## config.mk

```make
export PLATFORM = sky130hd
export DESIGN_NAME = stepper_driver
export DESIGN_NICKNAME = d
export VERILOG_FILES = /design/src/rtl/stepper_driver.sv
export SDC_FILE = /design/constraint.sdc
export NUM_CORES = 1
export LEC_CHECK = 0
export BUFFER_PORTS_ARGS = -buffer_cell sky130_fd_sc_hd__buf_4
export CAP_MARGIN = 10
export CORE_ASPECT_RATIO = 1.75
export CORE_MARGIN = 1.5
export CORE_UTILIZATION = 34
export DETAILED_ROUTE_END_ITERATION = 8
export HOLD_SLACK_MARGIN = 0.08
export PLACE_DENSITY = 0.55
export SETUP_SLACK_MARGIN = 0.5
export SYNTH_ARGS = -nofsm -noshare
export SYNTH_HDL_FRONTEND = slang
export SYNTH_SLANG_ARGS = --single-unit
```

## constraint.sdc

```tcl
create_clock -name clock -period 8 [get_ports clock]
set_input_delay 1.2 -clock clock [delete_from_list [all_inputs] [get_ports clock]]
set_output_delay 1.2 -clock clock [all_outputs]
set_load 0.05 [all_outputs]
```

## src/rtl/stepper_driver.sv

```systemverilog
// Full-step stepper sequencer with paced moves, limit-switch homing and fault timeout.
// Define STEPPER_HOLD_EN to keep the coils energised (holding torque) while idle and homed.
module stepper_driver #(
  parameter int STEP_DIV       = 100000,
  parameter int POS_W          = 16,
  parameter int HOME_MAX_STEPS = 4096
) (
  input  logic             clock,
  input  logic             reset,
  input  logic             cmd_valid,
  input  logic [POS_W-1:0] cmd_target,
  output logic             cmd_ready,
  input  logic             home_req,
  input  logic             limit_switch,
  output logic [3:0]       coils,
  output logic             enable,
  output logic [POS_W-1:0] position,
  output logic             busy,
  output logic             homed,
  output logic             fault
);

  localparam int TMR_W = $clog2(STEP_DIV);
  localparam int HC_W  = $clog2(HOME_MAX_STEPS + 1);
  localparam logic [TMR_W-1:0] TMR_RELOAD = TMR_W'(STEP_DIV - 1);
  localparam logic [HC_W-1:0]  HC_MAX     = HC_W'(HOME_MAX_STEPS);

`ifdef STEPPER_HOLD_EN
  localparam logic HOLD_EN = 1'b1;
`else
  localparam logic HOLD_EN = 1'b0;
`endif

  typedef enum logic [1:0] {ST_IDLE, ST_MOVING, ST_HOMING, ST_FAULT} state_t;

  function automatic logic [3:0] phase_pattern(input logic [1:0] p);
    case (p)
      2'd0:    phase_pattern = 4'b1100;
      2'd1:    phase_pattern = 4'b0110;
      2'd2:    phase_pattern = 4'b0011;
      default: phase_pattern = 4'b1001;
    endcase
  endfunction

  state_t             state_q, state_d;
  logic [1:0]         ph_q, ph_d;
  logic [POS_W-1:0]   position_q, position_d;
  logic [POS_W-1:0]   target_q, target_d;
  logic [TMR_W-1:0]   timer_q, timer_d;
  logic [HC_W-1:0]    home_cnt_q, home_cnt_d;
  logic               homed_q, homed_d;
  logic               fault_q, fault_d;
  logic               busy_q, busy_d;
  logic               enable_q, enable_d;
  logic [3:0]         coils_q, coils_d;
  logic               lim_meta_q, lim_s_q;
  logic               stepping, tick, accept, drive_en;

  // home_req takes priority over a simultaneous command
  assign cmd_ready = homed_q && ((state_q == ST_IDLE) || (state_q == ST_MOVING)) && !home_req;
  assign accept    = cmd_valid && cmd_ready;

  always_comb begin
    state_d    = state_q;
    ph_d       = ph_q;
    position_d = position_q;
    target_d   = target_q;
    timer_d    = timer_q;
    home_cnt_d = home_cnt_q;
    homed_d    = homed_q;
    fault_d    = fault_q;
    stepping   = (state_q == ST_MOVING) || (state_q == ST_HOMING);
    tick       = stepping && (timer_q == '0);
    if (stepping) begin
      timer_d = tick ? TMR_RELOAD : timer_q - TMR_W'(1);
    end

    case (state_q)
      ST_IDLE: begin
        if (home_req) begin
          state_d    = ST_HOMING;
          timer_d    = TMR_RELOAD;
          home_cnt_d = '0;
          homed_d    = 1'b0;
          fault_d    = 1'b0;
        end else if (accept) begin
          target_d = cmd_target;
          if (cmd_target != position_q) begin
            state_d = ST_MOVING;
            timer_d = TMR_RELOAD;
          end
        end
      end
      ST_MOVING: begin
        if (home_req) begin
          state_d    = ST_HOMING;
          home_cnt_d = '0;
          homed_d    = 1'b0;
        end else begin
          // new target only takes effect at the following tick
          if (accept) target_d = cmd_target;
          if (lim_s_q && (position_q > target_q)) begin
            position_d = '0;
            state_d    = ST_IDLE;
          end else if (tick) begin
            if (position_q < target_q) begin
              ph_d       = ph_q + 2'd1;
              position_d = position_q + POS_W'(1);
            end else if (position_q > target_q) begin
              ph_d       = ph_q - 2'd1;
              position_d = position_q - POS_W'(1);
            end else begin
              state_d = ST_IDLE;
            end
          end
        end
      end
      ST_HOMING: begin
        if (tick) begin
          if (lim_s_q) begin
            position_d = '0;
            homed_d    = 1'b1;
            state_d    = ST_IDLE;
          end else begin
            ph_d       = ph_q - 2'd1;
            home_cnt_d = home_cnt_q + HC_W'(1);
            if ((home_cnt_q + HC_W'(1)) == HC_MAX) begin
              state_d = ST_FAULT;
              fault_d = 1'b1;
              homed_d = 1'b0;
            end
          end
        end
      end
      default: begin
        if (home_req) begin
          state_d    = ST_HOMING;
          timer_d    = TMR_RELOAD;
          home_cnt_d = '0;
          fault_d    = 1'b0;
        end
      end
    endcase

    busy_d   = (state_d == ST_MOVING) || (state_d == ST_HOMING);
    drive_en = busy_d || (HOLD_EN && (state_d == ST_IDLE) && homed_d);
    enable_d = drive_en;
    coils_d  = drive_en ? phase_pattern(ph_d) : 4'b0000;
  end

  always_ff @(posedge clock or negedge reset) begin
    if (!reset) begin
      state_q    <= ST_IDLE;
      ph_q       <= '0;
      position_q <= '0;
      target_q   <= '0;
      timer_q    <= '0;
      home_cnt_q <= '0;
      homed_q    <= 1'b0;
      fault_q    <= 1'b0;
      busy_q     <= 1'b0;
      enable_q   <= 1'b0;
      coils_q    <= 4'b0000;
      lim_meta_q <= 1'b0;
      lim_s_q    <= 1'b0;
    end else begin
      state_q    <= state_d;
      ph_q       <= ph_d;
      position_q <= position_d;
      target_q   <= target_d;
      timer_q    <= timer_d;
      home_cnt_q <= home_cnt_d;
      homed_q    <= homed_d;
      fault_q    <= fault_d;
      busy_q     <= busy_d;
      enable_q   <= enable_d;
      coils_q    <= coils_d;
      lim_meta_q <= limit_switch;
      lim_s_q    <= lim_meta_q;
    end
  end

  assign coils    = coils_q;
  assign enable   = enable_q;
  assign position = position_q;
  assign busy     = busy_q;
  assign homed    = homed_q;
  assign fault    = fault_q;

endmodule

```

==> metrics.cfg <==
[synth]
yosys_synthesis_warning_count=0
synth.avg_cell_area_um2=9.436
predominant_post_synthesis_flop_cell=sky130_fd_sc_hd__dfrtp_1
number_of_flops_mapped_to_enable_cells_by_yosys=0
async_flop_share_pct=100.0
combinational_family_with_the_most_area_after_synthesis=simple AND/OR/NAND/NOR gates
post_synth_xor_area_fraction_pct=9.471
yosys_register_bits=75
synth_cell_types=64
synthAdderAreaFrac_pct=10.23
synth-compound-area-share_pct=16.63
number_of_nets_in_the_synthesized_netlist=601
netlist_instances=539
synth_simple_gate_area_share_pct=18.92
synthesis.area_mm2=0.005086
ys_seq_area_share_pct=36.90
yosys-mux-area-fraction_pct=4.625

[die]
ios=46
chipHeight_um=164.8
dieArea_mm2=0.01573
core_area_mm2=0.01476
fp.dieW_um=95.46
row_count=59
initial_utilization_pct=34.45

[power]
combPwrFrac_pct=61.6
maximum_ir_drop_on_the_vdd_rail_mv=0.3047
power.share.clock_pct=16.4
switching_share_pct=49.05
power.share.sequential_pct=22.0
power.net_switching_mw=1.370
power_density_mw_per_mm2=471.7
power_report.internal_total_mw=1.423
design_power_total_mw=2.793
standby_leakage_power_nw=2.641

[place]
place_hpwl_um=10050
placedCellCount=752
area_of_placed_instances_mm2=0.005594
place.gp.congestion=0.8948
dpl_worst_slack_ns=3.492
io_buffer_count=45

[setup_path]
critical_path.startpoint_type=flop
required_ns=8.25
timing.setup.critical_path_class=flop to flop
timing.critical_path.to_type=flop
critical_path.max_stage_delay_ns=0.79
worst_path_max_delay_cell=sky130_fd_sc_hd__nand2b_1
most_frequent_cell_on_critical_path=sky130_fd_sc_hd__a21o_1
critical_path.cell_chain=ha_1 -> nand4_1 -> a21o_1 -> a211oi_1 -> nand2b_1 -> inv_1 -> fa_1 -> nor2b_1 -> o21a_1 -> o21ai_0 -> a21o_1 -> a31oi_1 -> and4_1 -> nor3_1 -> o2bb2ai_1
worst-path-max-fanout=21
critical_path_arrival_ns=4.88

[timing]
timing.max_slew.rel_slack_pct=28.04
slew_at_the_pin_closest_to_its_max_slew_limit_ns=1.079
postLayoutSetupSlackWorst_ns=3.372
max_freq_ghz=0.2161
totalNegativeSetupSlack_ns=0
report.final.slew_viol_count=0
hold-worst-slack_ns=0.3473
layout_min_cycle_time_ns=4.628
fin_worst_skew_ns=0.008413
rsz_0062_raised_after_global_routing=no
timing.final.hold_violations=0
setup_viol=0
period_utilisation_layout_pct=57.85

[grt]
grt_pass1_vias=4351
grtUsageTotal_pct=18.60
grt_max_degree=76
grt_first_pass_wirelength_um=22180
antenna_found_initial=0
globalRoute.totalOverflow=0

[routing]
drc=0
drt_wl_total_um=13670
drt.antenna.violating_nets=0
routed_via_density=5.514
routedWlPerCell_um=17.79
count_of_tritonroute_iterations_in_the_first_routing_pass=5
vias=4235
drt_first_iter_violations=218

[cts]
clock_latency_ns=0.35
tritoncts=yes
cts_sink_cnt=75
cts_inserted_buffers=9
cts.root.buffer_cell=sky130_fd_sc_hd__clkbuf_16
cts_setup_buffers=0
cts_htree_levels=3
cts-root-to-sink-buffers=2
clk_pin_slew_worst_paths_ns=0.06
hold_buffers_post_cts=0
cts_resized=0

[finish]
fin_area_mm2=0.005922
fin_cells=768
diodes=0
post_route_cells_drive_above_1_share_pct=16.07
layout_net_count=642
layout.core_utilization_pct=40.11
area_delta_synth_final_pct=16.43

[status]
status=finished clean

[flow_run]
max-cap-violations=0

[hold_path]
worst_hold_path_type=flop to flop

[cell usage after synthesis (all sizes together) (4+ instances only)]
| cell | n | area share [%] |
|---|---|---|
| a211oi | 4 | 0.59 |
| o22ai | 5 | 0.62 |
| nand3 | 16 | 1.6 |
| or2 | 4 | 0.49 |
| and3 | 4 | 0.49 |
| or4 | 5 | 0.96 |
| a22o | 7 | 1.2 |
| buf | 5 | 0.49 |
| nor4 | 18 | 2.5 |
| a21oi | 27 | 2.7 |
| ha | 40 | 9.8 |
| xor2 | 36 | 6.2 |
| nor2 | 40 | 3.1 |
| a31oi | 10 | 1.4 |
| nor2b | 7 | 0.86 |
| o21ai | 29 | 2.9 |
| nand2 | 30 | 2.2 |
| nand4 | 13 | 1.6 |
| inv | 25 | 1.8 |
| nor3 | 20 | 2.2 |
| a21o | 9 | 1.3 |
| xnor2 | 19 | 3.3 |
| mux2 | 17 | 3.8 |
| nand2b | 9 | 1.1 |
| dfrtp | 75 | 37 |
| o2bb2ai | 15 | 2.6 |
| mux2i | 4 | 0.86 |
| clkbuf | 11 | 0.81 |
[sequential cells by signal, summed over array words and instances, names as in the netlist]
register / flops
enable: 1
position: 16
lim_meta_q: 1
home_cnt_q: 13
target_q: 16
state_q: 2
ph_q: 2
fault: 1
lim_s_q: 1
homed: 1
coils: 4
timer_q: 17
[worst paths after layout]
kind                                     end        start  slack (ns)  cells after the start
worst max-delay path            position[14]  position[7]        3.37                     15
worst min-delay path                 lim_s_q   lim_meta_q        0.35                      0
worst max register to register  position[14]  position[7]        3.37                     15
worst min register to register       lim_s_q   lim_meta_q        0.35                      0
max in group asynchronous           coils[2]        reset        6.34                      1
min in group asynchronous        timer_q[13]        reset        1.02                      1
[logic make-up after synthesis]
kind of cell	Yosys count
AND/OR/NAND/NOR	179
buffers and inverters	42
AO/OA/AOI/OAI	126
adder cells (fa/ha/maj)	41
flip-flops	75
XOR/XNOR	55
multiplexers	21
[cells in the final DEF (no fill, tap or decap), drive strengths merged, types with 5 or more instances in the layout]
| master | instances |
|---|---|
| dfrtp | 75 |
| buf | 46 |
| ha | 40 |
| nor2 | 40 |
| xor2 | 36 |
| nand2 | 30 |
| o21ai | 29 |
| a21oi | 27 |
| inv | 26 |
| nor3 | 20 |
| xnor2 | 19 |
| nor4 | 18 |
| mux2 | 17 |
| nand3 | 16 |
| o2bb2ai | 15 |
| nand4 | 13 |
| clkbuf | 11 |
| a31oi | 10 |
| nand2b | 9 |
| a21o | 9 |
| nor2b | 7 |
| a22o | 7 |
| o22ai | 5 |
| or4 | 5 |
[critical path: cells and delay by family, from the launching register on]
| kind | cells | cell delay, ns |
|---|---|---|
| flip-flops | 1 | 0.45 |
| adder cells (fa/ha/maj) | 2 | 0.88 |
| buffers and inverters | 1 | 0.29 |
| AO/OA/AOI/OAI | 7 | 1.45 |
| AND/OR/NAND/NOR | 5 | 1.45 |
[metal layers]
| metal | track usage [%] | share of wire (%) | vias up |
|---|---|---|---|
| met5 | 0 | 0 | - |
| met4 | 9.960 | 4.1 | 0 |
| met3 | 3.545 | 4.0 | 32 |
| met2 | 33.53 | 55 | 107 |
| met1 | 19.94 | 37 | 2039 |
| li1 | - | - | 2057 |
[cell type report]
| type | count | area [µm²] |
|---|---|---|
| fill | 1468 | 8842 |
| multi-input combinational | 422 | 3045 |
| sequential | 75 | 1877 |
| timing repair buffer | 46 | 345.3 |
| clock buffer | 11 | 242.7 |
| tap | 183 | 229.0 |
| inverter | 26 | 97.59 |
| clock inverter | 5 | 85.08 |
[power groups by stage]
| stage | combinational, mW | clock (mW) | sequential (mW) |
|---|---|---|---|
| 6_report | 1.72 | 0.458 | 0.613 |
| 3_5_place_dp | 1.70 | 0 | 0.617 |
| 3_3_place_gp | 1.68 | 0 | 0.613 |
| 4_1_cts | 1.71 | 0.467 | 0.611 |
| 2_1_floorplan | 1.18 | 0 | 0.708 |
| 5_1_grt | 1.90 | 0.487 | 0.629 |
(Power assumes the default switching activity.)
